File: src/rtl/manchester_rx_ctrl.sv
// Manchester receive controller: times line edges against the half-bit reference,
// hunts for the preamble, locks on start-of-frame and hands decoded words downstream.
module manchester_rx_ctrl #(
  parameter int CNT_W        = 6,
  parameter int PREAMBLE_LEN = 8,
  parameter int DATA_BITS    = 8
) (
  input  logic                 clk,
  input  logic                 globalRest,
  input  logic                 enable,
  input  logic [3:0]           REF,
  input  logic                 reCLK,
  output logic [DATA_BITS-1:0] rx_data,
  output logic                 rx_valid,
  input  logic                 rx_ready,
  output logic                 locked,
  output logic                 err,
  output logic [1:0]           dbgState
);

  // Handshake: a word transfers on any rising clk edge where rx_valid and rx_ready
  // are both high; rx_valid/rx_data stay stable until that transfer happens.

  localparam int EW    = CNT_W + 3;
  localparam int RUN_W = $clog2(PREAMBLE_LEN + 1);
  localparam int BIT_W = $clog2(DATA_BITS + 1);

  typedef enum logic [1:0] {
    IDLE = 2'd0,
    HUNT = 2'd1,
    DATA = 2'd2
  } state_t;

  state_t               state;
  logic                 s1, s2, s3;
  logic [CNT_W-1:0]     cnt;
  logic [RUN_W-1:0]     run;
  logic [BIT_W-1:0]     bitCnt;
  logic [DATA_BITS-1:0] shreg;
  logic                 phase;

  logic                 edgeDet, dir;
  logic [EW-1:0]        iv2, cnt2, h1, h3, h5;
  logic                 isShort, isLong, isBad, timeout;
  logic                 sof, take, wordDone;
  logic [BIT_W-1:0]     nextBitCnt;
  logic [DATA_BITS-1:0] shiftIn;

  assign edgeDet = s2 ^ s3;
  assign dir     = s2;

  // All classification is done on doubled intervals so no division is needed.
  assign cnt2 = EW'(cnt) << 1;
  assign iv2  = (EW'(cnt) + EW'(1)) << 1;
  assign h1   = EW'(REF);
  assign h3   = h1 + (h1 << 1);
  assign h5   = h1 + (h1 << 2);

  assign isShort = edgeDet && (iv2 >= h1) && (iv2 < h3);
  assign isLong  = edgeDet && (iv2 >= h3) && (iv2 < h5);
  // The window is one count wide, so the timeout fires exactly once per silent gap.
  assign timeout = !edgeDet && (cnt2 >= h5) && (cnt2 < h5 + EW'(2));
  assign isBad   = (edgeDet && !isShort && !isLong) || timeout;

  assign sof        = (state == HUNT) && isLong && (run == RUN_W'(PREAMBLE_LEN));
  assign take       = enable && (sof || ((state == DATA) &&
                      ((isShort && !phase) || (isLong && phase))));
  assign nextBitCnt = bitCnt + BIT_W'(1);
  assign wordDone   = take && (nextBitCnt == BIT_W'(DATA_BITS));
  assign shiftIn    = {dir, shreg[DATA_BITS-1:1]};

  assign dbgState = state;

  always_ff @(posedge clk or posedge globalRest) begin
    if (globalRest) begin
      state    <= IDLE;
      s1       <= 1'b0;
      s2       <= 1'b0;
      s3       <= 1'b0;
      cnt      <= '0;
      run      <= '0;
      bitCnt   <= '0;
      shreg    <= '0;
      phase    <= 1'b0;
      rx_data  <= '0;
      rx_valid <= 1'b0;
      locked   <= 1'b0;
      err      <= 1'b0;
    end else begin
      s1  <= reCLK;
      s2  <= s1;
      s3  <= s2;
      err <= 1'b0;
      if (edgeDet)
        cnt <= '0;
      else if (cnt != {CNT_W{1'b1}})
        cnt <= cnt + CNT_W'(1);

      if (rx_valid && rx_ready)
        rx_valid <= 1'b0;

      if (!enable) begin
        state  <= IDLE;
        run    <= '0;
        bitCnt <= '0;
        shreg  <= '0;
        phase  <= 1'b0;
        locked <= 1'b0;
      end else begin
        case (state)
          IDLE: state <= HUNT;
          HUNT: begin
            if (isShort) begin
              if (run != RUN_W'(PREAMBLE_LEN))
                run <= run + RUN_W'(1);
            end else if (sof) begin
              state  <= DATA;
              locked <= 1'b1;
              phase  <= 1'b1;
              run    <= '0;
            end else if (isLong || isBad) begin
              run <= '0;
            end
          end
          DATA: begin
            if (isShort) begin
              phase <= ~phase;
            end else if ((isLong && !phase) || isBad) begin
              // End of frame is only clean on a word boundary.
              err    <= (isLong && !phase) || (bitCnt != '0);
              state  <= HUNT;
              locked <= 1'b0;
              run    <= '0;
              bitCnt <= '0;
              shreg  <= '0;
              phase  <= 1'b0;
            end
          end
          default: state <= IDLE;
        endcase
      end

      if (take) begin
        shreg <= shiftIn;
        if (wordDone) begin
          bitCnt <= '0;
          if (rx_valid && !rx_ready) begin
            err <= 1'b1;
          end else begin
            rx_data  <= shiftIn;
            rx_valid <= 1'b1;
          end
        end else begin
          bitCnt <= nextBitCnt;
        end
      end
    end
  end

endmodule

File: config.mk
export PLATFORM = sky130hd
export DESIGN_NAME = manchester_rx_ctrl
export DESIGN_NICKNAME = d
export VERILOG_FILES = /design/src/rtl/manchester_rx_ctrl.sv
export SDC_FILE = /design/constraint.sdc
export NUM_CORES = 1
export LEC_CHECK = 0
export ABC_AREA = 1
export ABC_CLOCK_PERIOD_IN_PS = 2860
export BUFFER_PORTS_ARGS = -buffer_cell sky130_fd_sc_hd__buf_2
export CORE_MARGIN = 2
export CORE_UTILIZATION = 55
export CTS_BUF_LIST = sky130_fd_sc_hd__clkbuf_16
export CTS_CLUSTER_SIZE = 20
export DETAILED_ROUTE_END_ITERATION = 10
export GPL_ROUTABILITY_DRIVEN = 0
export HOLD_SLACK_MARGIN = 0.05
export PLACE_DENSITY = 0.71
export SETUP_SLACK_MARGIN = 0.5
export SLEW_MARGIN = 0
export SYNTH_ARGS = -nofsm -noshare
export SYNTH_HDL_FRONTEND = slang
export SYNTH_SLANG_ARGS = --single-unit
File: constraint.sdc
create_clock -name clk -period 2.86 [get_ports clk]
set_input_delay 0.715 -clock clk [delete_from_list [all_inputs] [get_ports clk]]
set_output_delay 0.715 -clock clk [all_outputs]
set_load 0.05 [all_outputs]
Word-level counts from Yosys, hierarchy flattened
Index checks and enable logic that the tools add are counted.

$add $sub $neg: 7. Muxes and demuxes: 45. Order comparisons: 6. Reductions and logical operators: 38. Bitwise operators: 3. Equality and inequality tests: 17.

Operators with widths (number): $mux 4 (11); $mux 8 (5); $logic_and 1x1->1 (18); $mux 1 (18); $mux 6 (2); $mux 2 (5); $reduce_and 5->1 (2); $ne 3x1->1 const B (3); $ne 3x3->1 const B (3); $add 4x1->4 const B (2); $add 7x2->8 const B (1); $eq 4x4->1 const B (2); $ge 8x4->1 (1); $ge 8x6->1 (1); $lt 7x8->1 (1); $lt 8x6->1 (1); $lt 8x7->1 (1); $ne 4x3->1 const B (2); $pmux 4 s2 (1); $reduce_and 4->1 (2); $add 4x6->7 (1); $add 6x1->7 const B (1); $ge 7x7->1 (1); $add 4x5->6 (1); other kinds (17) (30).

Word-level logic and storage cells: 129. Flip-flop bits (word level): 39.

Longest topological paths before layout
Gate-level depths: netlist of run 1.

Depth in word-level cells: 16. Depth in mapped cells: 20.

Worst setup path before layout of run 1
Ideal clock, no wire load.

Kind: input to register. Start point: input port REF[0]. End point: register rx_data[7]. Arrival time: 3.086 ns. Setup time: 0.066 ns. Cell stages on the path: 15. Slack: -0.292 ns. Required time: 2.794 ns. Buffers on the path: 1. Cells stage by stage: ha_1 fa_1 xor2_1 ha_1 nand2_1 o21ai_0 nand4_4 nand3_2 nand2_1 nand2_1 nand3_4 a21oi_4 buf_6 nand4_1 nand2_1.

Cells in the longest elaborated chain, start to end: 11. Elaborated cells between the ends (all ways): 20.

Ends and longest elaborated chain: start: declaration (RTL line 11) `input logic [3:0] REF,`; $add 4x5->6 (RTL line 56) `assign h3 = h1 + (h1 << 1);`; $ge 8x6->1 (RTL line 60) `assign isLong = edgeDet && (iv2 >= h3) && (iv2 < h5);`; $logic_and 1x1->1 (2 in a row) (RTL line 60); $logic_and 1x1->1 (RTL line 67) `((isShort && !phase) || (isLong && phase))));`; $logic_or 1x1->1 (RTL line 67); $logic_and 1x1->1 (RTL line 66) `assign take = enable && (sof || ((state == DATA) &&`; $logic_or 1x1->1 (*) (RTL line 66); $logic_and 1x1->1 (*) (RTL line 66); $logic_and 1x1->1 (RTL line 69) `assign wordDone = take && (nextBitCnt == BIT_W'(DATA_BITS));`; $reduce_and 3->1 (no source line) (*); end signal: assignment (RTL line 150) `rx_data <= shiftIn;`; end: declaration (RTL line 13) `output logic [DATA_BITS-1:0] rx_data,`.

Mark *: on every way between the ends. The rest lies on a longest branch, timed or not. A chain may end at the register's enable or synchronous reset.

Worst setup path in the final report of run 1
Start point: input port REF[0]. End point: register shreg[2].

Cells in the longest elaborated chain, start to end: 11. Elaborated cells between the ends (all ways): 35.

Ends and longest elaborated chain: branches (longest 11 deep; another with $add 7x2->8); end signal: assignment (RTL line 144) `shreg <= shiftIn;`; end: declaration (RTL line 39) `logic [DATA_BITS-1:0] shreg;`.

Parallel ways; which one is timed is not known.

==> results_dict.tcl, run 1 <==
set metrics [dict create \
    crit_path_cell_trace "buf_8 > ha_4 > fa_2 > nand2_2 > nor2_4 > xnor2_1 > ha_1 > a21o_1 > nand3_1 > nand2_1 > nand3b_1 > nand3_2 > nand3_4 > nand2_8 > o21ai_2" \
    final_hold_viol_count 0 \
    gr-total-overflow 0 \
    synthToLayoutAreaGrowth_pct 29.1 \
    ir_drop_uv 307 \
    cts_max_level 2 \
    cts.sinks 38 \
    drive_gt1_share_pct 32.1 \
    synth_seq_cells 38 \
    status "complete, but fails checks" \
    dr.pass1.iters 4 \
    syn_nets 417 \
    nFillCells 410 \
    place_ws_ns -0.515 \
    slew_violations 0 \
    synth.cells.most_frequent "nand2_1 (96), inv_1 (48), dfrtp_1 (38)" \
    synth-main-ff-cell "dfrtp_1" \
    io_buffers 21 \
    die_x_um 77.4 \
    synthSimpleGateAreaFrac_pct 31.3 \
    drtIter0Drc 143 \
    slew_headroom_pct 61.1 \
    period_needed_ns 3.07 \
    seqCellArea_um2 951 \
    syn_avg_cell_area_um2 8.03 \
    wl_per_cell_um 13.6 \
    ys_seq_area_share_pct 32.1 \
    skew_ns 0.00462 \
    worstSetupStartpointType "input port" \
    synthTopCellsByArea "dfrtp_1 (32%), ha_1 (15%), nand2_1 (12%)" \
    muxShareOfSynthArea_pct 0 \
    rsz0062_at_grt "true" \
    top_usage_layer "met2" \
    tightest_slew_ns 0.581 \
    maxCapViolations 0 \
    clk_latency_ns 0.28 \
    drt-total-wl_um 6780 \
    worst_slack_ns -0.210 \
    via_per_inst 5.25 \
    yosysMostFrequentCell "nand2_1" \
    synthArstFlopShare_pct 100 \
    root_buffer "clkbuf_16" \
    power_density_nw_per_um2 537 \
    n_antenna_cell 0 \
    cts_tree "done" \
    path_class "input port to register" \
    grt_pass1_wl_um 11900 \
    hold_slack_ns 0.350 \
    synth.top_cell.area_share_pct 32.1 \
    critPathArrivalTime_ns 3.24 \
    path_clk_slew_ns 0.06 \
    slowest_stage "fa_2" \
    met1_usage_pct 35.3 \
    critical_path.max_stage_delay_ns 0.59 \
    synth_area_um2 2960 \
    dieArea_um2 5990 \
    grtUsageTotal_pct 24.7 \
    crit_fanout 7 \
    antenna_left 0 \
    hpwl_um 4900 \
    grt_pass1_vias 2553 \
    synthAdderAreaFrac_pct 17.5 \
    violations "setup timing" \
    ios 22 \
    rows 26 \
    nNetsFinal 477 \
    period_share_pct 107 \
    worst_hold_path_type "register to register" \
    grt_use_met3_pct 3.72 \
    die_h_um 77.4 \
    clockBufferDepth 2 \
    multi_input_area_um2 2000 \
    yosysWarnings 0 \
    synth-xor-area-share_pct 3.25 \
    end_kind "register" \
    synth_edf_count 0 \
    synthCells 369 \
    synth_cell_types 37 \
    start_util_pct 57.6 \
    route.detailed.drc 0 \
    grt_max_degree 39 \
    power_leakage_nw 2.04 \
    grt_use_met2_pct 39.7 \
    required_ns 3.03 \
    vias 2623 \
    antenna_found_initial 0 \
    setup_viol 29 \
    synth_compound_area_share_pct 8.40 \
    core_area_um2 5140 \
    fmax_mhz 326 \
    yosysTopAreaCell "dfrtp_1" \
    synth_top_family_by_area "simple AND/OR/NAND/NOR gates" \
    cts_buffers 5 \
]
flip-flops by register name, summed over array words and instances, names as in the netlist:
register,count
s1,1
s3,1
dbgState,2
rx_valid,1
err,1
cnt,6
dir,1
rx_data,8
shreg,7
bitCnt,4
run,4
locked,1
phase,1
layout by cell type (no fill, tap or decap), drive strengths merged, types with 6 or more instances in the layout:
| cell type | netlist | routed |
|---|---|---|
| nand4 | 14 | 14 |
| buf | 4 | 57 |
| ha | 35 | 35 |
| nand2 | 102 | 102 |
| inv | 51 | 51 |
| xor2 | 6 | 6 |
| nand3 | 33 | 33 |
| nor2 | 31 | 31 |
| a21oi | 13 | 13 |
| dfrtp | 38 | 38 |
| o21ai | 19 | 19 |
repair_timing:
action / 4_1_cts / 5_1_grt
pin swaps: 6 / 18
setup endpoints to repair: 29 / 29
setup buffers: 0 / 4
gates cloned: 0 / 1
hold buffers: 0 / 0
resized for setup: 28 / 18
cells by family after synthesis:
kind of cell | after synthesis
xor+xnor | 11
flops | 38
fa+ha+maj | 39
simple gates | 188
buf+inv | 55
compound gates | 38
worst max-delay path, delay by kind of cell:
| kind | cells | cell delay [ns] |
|---|---|---|
| AOI/OAI and AO/OA | 2 | 0.24 |
| adders and majority gates | 3 | 1.00 |
| buffers and inverters | 1 | 0.10 |
| and+or+nand+nor | 8 | 1.05 |
| xor gates and xnor gates | 1 | 0.12 |
per-layer routing:
| layer | wire (um) | vias up | share of wire (%) |
|---|---|---|---|
| met5 | 0 | - | 0 |
| met4 | 101 | 0 | 1.5 |
| met3 | 240 | 12 | 3.5 |
| met2 | 3170 | 51 | 47 |
| met1 | 3260 | 1231 | 48 |
| li1 | - | 1329 | - |
path summary, 6_finish.rpt:
check                                         from                endpoint  slack, ns  depth (start not counted)
worst max-delay path                        REF[0]    shreg[2]$_DFFE_PP0P_      -0.21                         15
worst min-delay path                  s1$_DFF_PP0_           dir$_DFF_PP0_       0.35                          0
worst max register to register  cnt[1]$_DFFE_PP0P_    shreg[2]$_DFFE_PP0P_       0.08                         17
worst min register to register        s1$_DFF_PP0_           dir$_DFF_PP0_       0.35                          0
max in group asynchronous               globalRest            s3$_DFF_PP0_       1.98                          3
min in group asynchronous               globalRest  rx_data[1]$_DFFE_PP0P_       0.55                          3
layout make-up:
cell class | instances | area share (%)
multi-input combinational | 276 | 52.2
sequential | 38 | 24.9
timing repair buffer | 57 | 10.5
inverter | 51 | 5.00
clock buffer | 5 | 3.27
tap | 70 | 2.29
clock inverter | 3 | 1.80
through the flow:
step                      utilization (%)  setup TNS (ns)  instance area [um^2]  total power, mW  instances
final                                74.4           -4.97                  3820             2.06        500
after global routing                 74.4          -10.36                  3820             2.18        500
after CTS                            72.6           -4.02                  3730             2.03        495
after detailed placement             66.7          -13.60                  3430             1.27        487
after global placement               66.7          -11.85                  3430             1.25        487
after floorplan                         -           -2.72                  3030             1.09        369
power breakdown:
group,internal [mW],switching (mW),total (mW)
clock network,0.501,0.214,0.715
logic,0.275,0.452,0.727
registers,0.575,0.0384,0.613
total,1.35,0.705,2.06
No activity file was read; power rests on OpenSTA's default activity.
==> run 2, diff against run 1 <==
--- a/config.mk
+++ b/config.mk
@@ -5,7 +5,6 @@
 export SDC_FILE = /design/constraint.sdc
 export NUM_CORES = 1
 export LEC_CHECK = 0
-export ABC_AREA = 1
 export ABC_CLOCK_PERIOD_IN_PS = 2860
 export BUFFER_PORTS_ARGS = -buffer_cell sky130_fd_sc_hd__buf_2
 export CORE_MARGIN = 2
==> results_dict.tcl, run 2 <==
set metrics [dict create \
    status "complete, but fails checks" \
    violations "setup timing" \
    antenna_found_initial 0 \
    synthTopCellsByArea "dfrtp_1 (34%), ha_1 (16%), mux2_4 (4.3%)" \
    p_total_mw 2.34 \
    critPathArrivalTime_ns 3.99 \
    synthCells 267 \
    clockBufferDepth 2 \
    syn_avg_cell_area_um2 10.4 \
    p_int_mw 1.52 \
    route.detailed.drc 0 \
    rsz0062_at_grt "true" \
    cp_top_family "compound AO/OA/AOI/OAI gates" \
    slowest_stage "fa_2" \
    end_kind "register" \
    die_x_um 74.9 \
    maxCapViolations 0 \
    synth_area_um2 2770 \
    final_common_cell "buf_4" \
    synth_edf_count 0 \
    final_hold_viol_count 0 \
    drtIter0Drc 270 \
    drt-total-wl_um 9060 \
    clk_latency_ns 0.28 \
    required_ns 3.01 \
    synthArstFlopShare_pct 100 \
    synth.top_cell.area_share_pct 34.4 \
    period_share_pct 134 \
    cts_buffers 5 \
    crit_start "REF[1]" \
    grt_max_degree 39 \
    slew_violations 0 \
    gr-total-overflow 0 \
    yosysTopAreaCell "dfrtp_1" \
    start_util_pct 57.8 \
    top_register "rx_data" \
    ios 22 \
    via_per_inst 6.19 \
    grtUsageTotal_pct 30.7 \
    synth-main-ff-cell "dfrtp_1" \
    root_buffer "clkbuf_16" \
    hold_depth 0 \
    p_clk_share_pct 30.7 \
    r2r_end "phase$_DFFE_PP0P_" \
    switchingPower_mw 0.823 \
    ir_drop_uv 410 \
    crit_path_cell_trace "buf_12 > ha_4 > fa_2 > xor2_2 > ha_1 > a211o_1 > o211ai_1 > nand4_2 > buf_6 > o211ai_1 > o21ai_1 > buf_4 > buf_4 > buf_4 > buf_4 > a21oi_2 > o31ai_1 > mux2i_1" \
    muxShareOfSynthArea_pct 5.79 \
    cts_tree "done" \
    power_density_nw_per_um2 585 \
    regToRegSetupSlack_ns -0.71 \
    switching_share_pct 35.2 \
    synth-xor-area-share_pct 5.33 \
    antenna_left 0 \
    tightest_slew_ns 0.976 \
    synth_top_family_by_area "compound AO/OA/AOI/OAI gates" \
    cts_max_level 2 \
    worst_hold_path_type "register to register" \
    finalSetupTns_ns -24.82 \
    dieArea_um2 5620 \
    final_cell_mix "buf_4 (60), dfrtp_1 (38), ha_1 (31), inv_1 (21), buf_2 (18)" \
    path_buf_inv 6 \
    p_comb_share_pct 42.7 \
    path_clk_slew_ns 0.06 \
    grt_pass1_wl_um 12700 \
    cp-endpoint "phase$_DFFE_PP0P_" \
    drive_gt1_share_pct 42.3 \
    core_area_um2 4790 \
    path_class "input port to register" \
    placed_cell_area_um2 3380 \
    timing.rr.start "cnt[1]$_DFFE_PP0P_" \
    synthToLayoutAreaGrowth_pct 44.5 \
    power_leakage_nw 1.96 \
    vias 2680 \
    fin_area_um2 4000 \
    yosysWarnings 0 \
    io_buffers 21 \
    seqPwrFrac_pct 26.6 \
    hold_buffers 0 \
    worst_slack_ns -0.979 \
    yosysMostFrequentCell "dfrtp_1" \
    synth_compound_area_share_pct 19.3 \
    setup_viol 29 \
    dr.pass1.iters 5 \
    ff2ff_path_depth 17 \
    nNetsFinal 413 \
    n_antenna_cell 0 \
    ys_seq_area_share_pct 34.4 \
    synthSimpleGateAreaFrac_pct 13.1 \
    crit_fanout 6 \
    nFillCells 231 \
    hpwl_um 4840 \
    largest_reg_flops 8 \
    hold_slack_ns 0.350 \
    worst_path_most_repeated_cell "buf_4" \
    top_regs "rx_data (8), shreg (7), cnt (6)" \
    rows 25 \
    path_depth 18 \
    wl_per_cell_um 20.9 \
    die_h_um 74.9 \
    synth.cells.most_frequent "dfrtp_1 (38), ha_1 (35), inv_1 (21)" \
    fmax_mhz 260 \
    cts.sinks 38 \
    grt_pass1_vias 2516 \
    critical_path.max_stage_delay_ns 0.38 \
    slew_headroom_pct 34.1 \
    skew_ns 0.00655 \
    synth_seq_cells 38 \
    syn_nets 315 \
    worstSetupStartpointType "input port" \
    synth_cell_types 59 \
    period_needed_ns 3.84 \
    synthAdderAreaFrac_pct 18.7 \
]
-- run 2: changes by cell type after synthesis, sizes merged, moves of 5 or more --
cell	previous run	this run
a22o	0	9
mux2	0	8
nand4	14	2
o21a	0	5
nand2	102	17
inv	51	21
nand3	33	9
nor2	31	14
xnor2	5	11
-- run 2: area by class of cell --
cell class,instances,area [um^2],area share [%]
Clock buffer,5,125,3.13
Inverter,21,78.8,1.97
Timing Repair Buffer,94,762,19.1
Sequential cell,38,951,23.8
Clock inverter,3,63.8,1.60
Tap cell,67,83.8,2.10
Multi-Input combinational cell,205,1930,48.4
-- run 2: routing by layer --
| metal | wire length [um] | GRT usage (%) |
|---|---|---|
| met3 | 676 | 6.69 |
| met5 | 0 | 0 |
| met4 | 331 | 12.7 |
| met2 | 4390 | 47.7 |
| met1 | 3660 | 41.7 |
-- run 2: cell families after synthesis --
| logic type | count (synthesis) |
|---|---|
| DFF | 38 |
| AOI/OAI and AO/OA | 72 |
| muxes | 12 |
| adders and majority gates | 39 |
| xor gates and xnor gates | 16 |
| buffers and inverters | 24 |
| and+or+nand+nor | 66 |
-- run 2: metrics by stage --
stage               utilization [%]  std cells  setup slack [ns]
finish                         83.6        433            -0.979
global route                   83.6        433             -1.03
CTS                            81.1        427            -0.694
detailed placement             70.7        404             -1.18
global placement               70.7        404             -1.03
floorplan                         -        267            -0.569
-- run 2: power groups by stage --
stage	Sequential (mW)	Clock [mW]	Combinational, mW
after floorplan	0.689	0	0.380
after global placement	0.620	0	0.695
after detailed placement	0.621	0	0.711
after CTS	0.615	0.721	0.848
after global routing	0.624	0.742	1.05
final	0.622	0.717	1.00
-- run 2: worst min path at each step --
stage,endpoint,slack [ns],from
2_1_floorplan,dir$_DFF_PP0_,0.33,s1$_DFF_PP0_
3_3_place_gp,dir$_DFF_PP0_,0.33,s1$_DFF_PP0_
3_5_place_dp,dir$_DFF_PP0_,0.34,s1$_DFF_PP0_
4_1_cts,dir$_DFF_PP0_,0.35,s1$_DFF_PP0_
5_1_grt,dir$_DFF_PP0_,0.36,s1$_DFF_PP0_
6_report,dir$_DFF_PP0_,0.35,s1$_DFF_PP0_
-- run 2: worst register-to-register path: cells and delay by family, from the launching register on --
kind	cells	cell delay [ns]
compound gates	5	0.89
xor+xnor	1	0.23
fa+ha+maj	2	0.57
buf+inv	5	0.70
flops	1	0.37
mux	1	0.14
simple gates	3	0.56
-- run 2: repair_timing --
action | in CTS | in global routing
gates resized for setup | 42 | 13
gates cloned | 1 | 0
setup buffers | 14 | 6
endpoints found under the setup margin | 29 | 29
pin swaps | 30 | 11
==> run 3, diff against run 2 <==
--- a/config.mk
+++ b/config.mk
@@ -10,11 +10,11 @@
 export CORE_MARGIN = 2
 export CORE_UTILIZATION = 55
 export CTS_BUF_LIST = sky130_fd_sc_hd__clkbuf_16
-export CTS_CLUSTER_SIZE = 20
+export CTS_CLUSTER_SIZE = 16
 export DETAILED_ROUTE_END_ITERATION = 10
 export GPL_ROUTABILITY_DRIVEN = 0
 export HOLD_SLACK_MARGIN = 0.05
-export PLACE_DENSITY = 0.71
+export PLACE_DENSITY_LB_ADDON = 0.15
 export SETUP_SLACK_MARGIN = 0.5
 export SLEW_MARGIN = 0
 export SYNTH_ARGS = -nofsm -noshare
==> results_dict.tcl, run 3 (synthesis gave the netlist of run 2 again) <==
set metrics [dict create \
    maxUsedRoutingLayer "met4" \
    clk_latency_ns 0.29 \
    cts_max_level 2 \
    final_common_cell "buf_4" \
    met3WireLength_um 398 \
    die_x_um 74.9 \
    path_class "input port to register" \
    grt_pass1_wl_um 11100 \
    dr.pass1.iters 4 \
    worstSetupStartpointType "input port" \
    hold_buffers 0 \
    grtUsageTotal_pct 26.2 \
    cts_buffers 5 \
    placed_cells 398 \
    drtIter0Drc 204 \
    critPathArrivalTime_ns 3.64 \
    placed_cell_area_um2 3340 \
    fin_area_um2 3800 \
    end_kind "register" \
    status "complete, but fails checks" \
    final_cell_mix "buf_4 (50), dfrtp_1 (38), ha_1 (33), inv_1 (21), buf_2 (18)" \
    core_area_um2 4790 \
    tightest_slew_ns 0.634 \
    setup_viol 29 \
    wl_met1_um 3280 \
    layoutNonFillerInstCount 415 \
    cts.sinks 38 \
    power_density_nw_per_um2 579 \
    io_buffers 21 \
    cts_tree "done" \
    violations "setup timing" \
    synthToLayoutAreaGrowth_pct 37.2 \
    power_leakage_nw 1.85 \
    via_per_inst 5.64 \
    grt_max_degree 39 \
    wl_per_cell_um 17.2 \
    antenna_left 0 \
    rsz0062_at_grt "true" \
    gr-total-overflow 0 \
    worst_slack_ns -0.608 \
    nNetsFinal 395 \
    path_clk_slew_ns 0.06 \
    required_ns 3.03 \
    fmax_mhz 288 \
    p_total_mw 2.20 \
    clockBufferDepth 2 \
    slew_headroom_pct 57.6 \
    hpwl_um 4720 \
    wl_met2_um 3390 \
    top_regs "rx_data (8), shreg (7), cnt (6)" \
    root_buffer "clkbuf_16" \
    finalSetupTns_ns -16.56 \
    die_h_um 74.9 \
    final_hold_viol_count 0 \
    grt_pass1_vias 2240 \
    drt-total-wl_um 7130 \
    crit_fanout 8 \
    nFillCells 285 \
    ir_drop_uv 400 \
    route.detailed.drc 0 \
    n_antenna_cell 0 \
    vias 2339 \
    dieArea_um2 5620 \
    maxCapViolations 0 \
    drive_gt1_share_pct 38.2 \
    start_util_pct 57.8 \
    top_register "rx_data" \
    period_needed_ns 3.47 \
    ios 22 \
    skew_ns 0.00588 \
    rows 25 \
    hold_slack_ns 0.351 \
    largest_reg_flops 8 \
    period_share_pct 121 \
    worst_hold_path_type "register to register" \
    slew_violations 0 \
    antenna_found_initial 0 \
]
[run 3: cell count changes in the layout (fill, tap and decap cells not counted), sizes merged]
cell and change:
buf -19, clkbuf +1
[run 3: area by class of cell]
type                            instances  area (um^2)  area share (%)
Multi-Input combinational cell        205         1900            49.9
Clock inverter                          3         68.8            1.81
Inverter                               21         78.8            2.08
Clock buffer                            5          125            3.29
Sequential cell                        38          951            25.0
Timing Repair Buffer                   76          594            15.7
Tap cell                               67         83.8            2.21
[run 3: layer usage]
layer | vias up | track usage (%)
li1 | 1138 | -
met1 | 1130 | 38.7
met2 | 65 | 40.4
met3 | 6 | 4.95
met4 | 0 | 5.36
met5 | - | 0
[run 3: power breakdown]
part           internal (mW)  switching (mW)
registers              0.576          0.0464
clock network          0.501           0.226
logic                  0.364           0.487
total                   1.44           0.759
[run 3: path summary, 6_finish.rpt]
kind | start | to | slack, ns | cells past startpoint
setup / recovery | REF[1] | rx_data[2]$_DFFE_PP0P_ | -0.61 | 14
hold / removal | s1$_DFF_PP0_ | dir$_DFF_PP0_ | 0.35 | 0
setup reg to reg | cnt[1]$_DFFE_PP0P_ | rx_data[2]$_DFFE_PP0P_ | -0.38 | 13
hold reg to reg | s1$_DFF_PP0_ | dir$_DFF_PP0_ | 0.35 | 0
max in group asynchronous | globalRest | cnt[0]$_DFFE_PP0P_ | 1.98 | 3
min in group asynchronous | globalRest | run[1]$_DFFE_PP0P_ | 0.53 | 3
[run 3: metrics by stage]
stage | utilization, % | worst slack (ns)
finish | 79.3 | -0.608
detailed placement | 69.8 | -1.15
floorplan | - | -0.569
global route | 79.3 | -0.754
global placement | 69.8 | -1.06
CTS | 77.4 | -0.652
[run 3: critical path, cell delays in order]
cell and delay (ns):
buf_12 0.12, ha_4 0.15, fa_2 0.34, xor2_1 0.17
ha_1 0.28, a211o_1 0.25, o211ai_1 0.13, nand4_2 0.22
buf_4 0.20, a211oi_4 0.18, a32oi_2 0.15, nor2_4 0.19
nand3_4 0.19, mux2_4 0.34
[run 3: what timing repair did]
action | CTS | global route
setup endpoints to repair | 29 | 29
buffers inserted | 4 | 4
pin swaps | 20 | 14
gates cloned | 1 | 0
resized for setup | 24 | 17
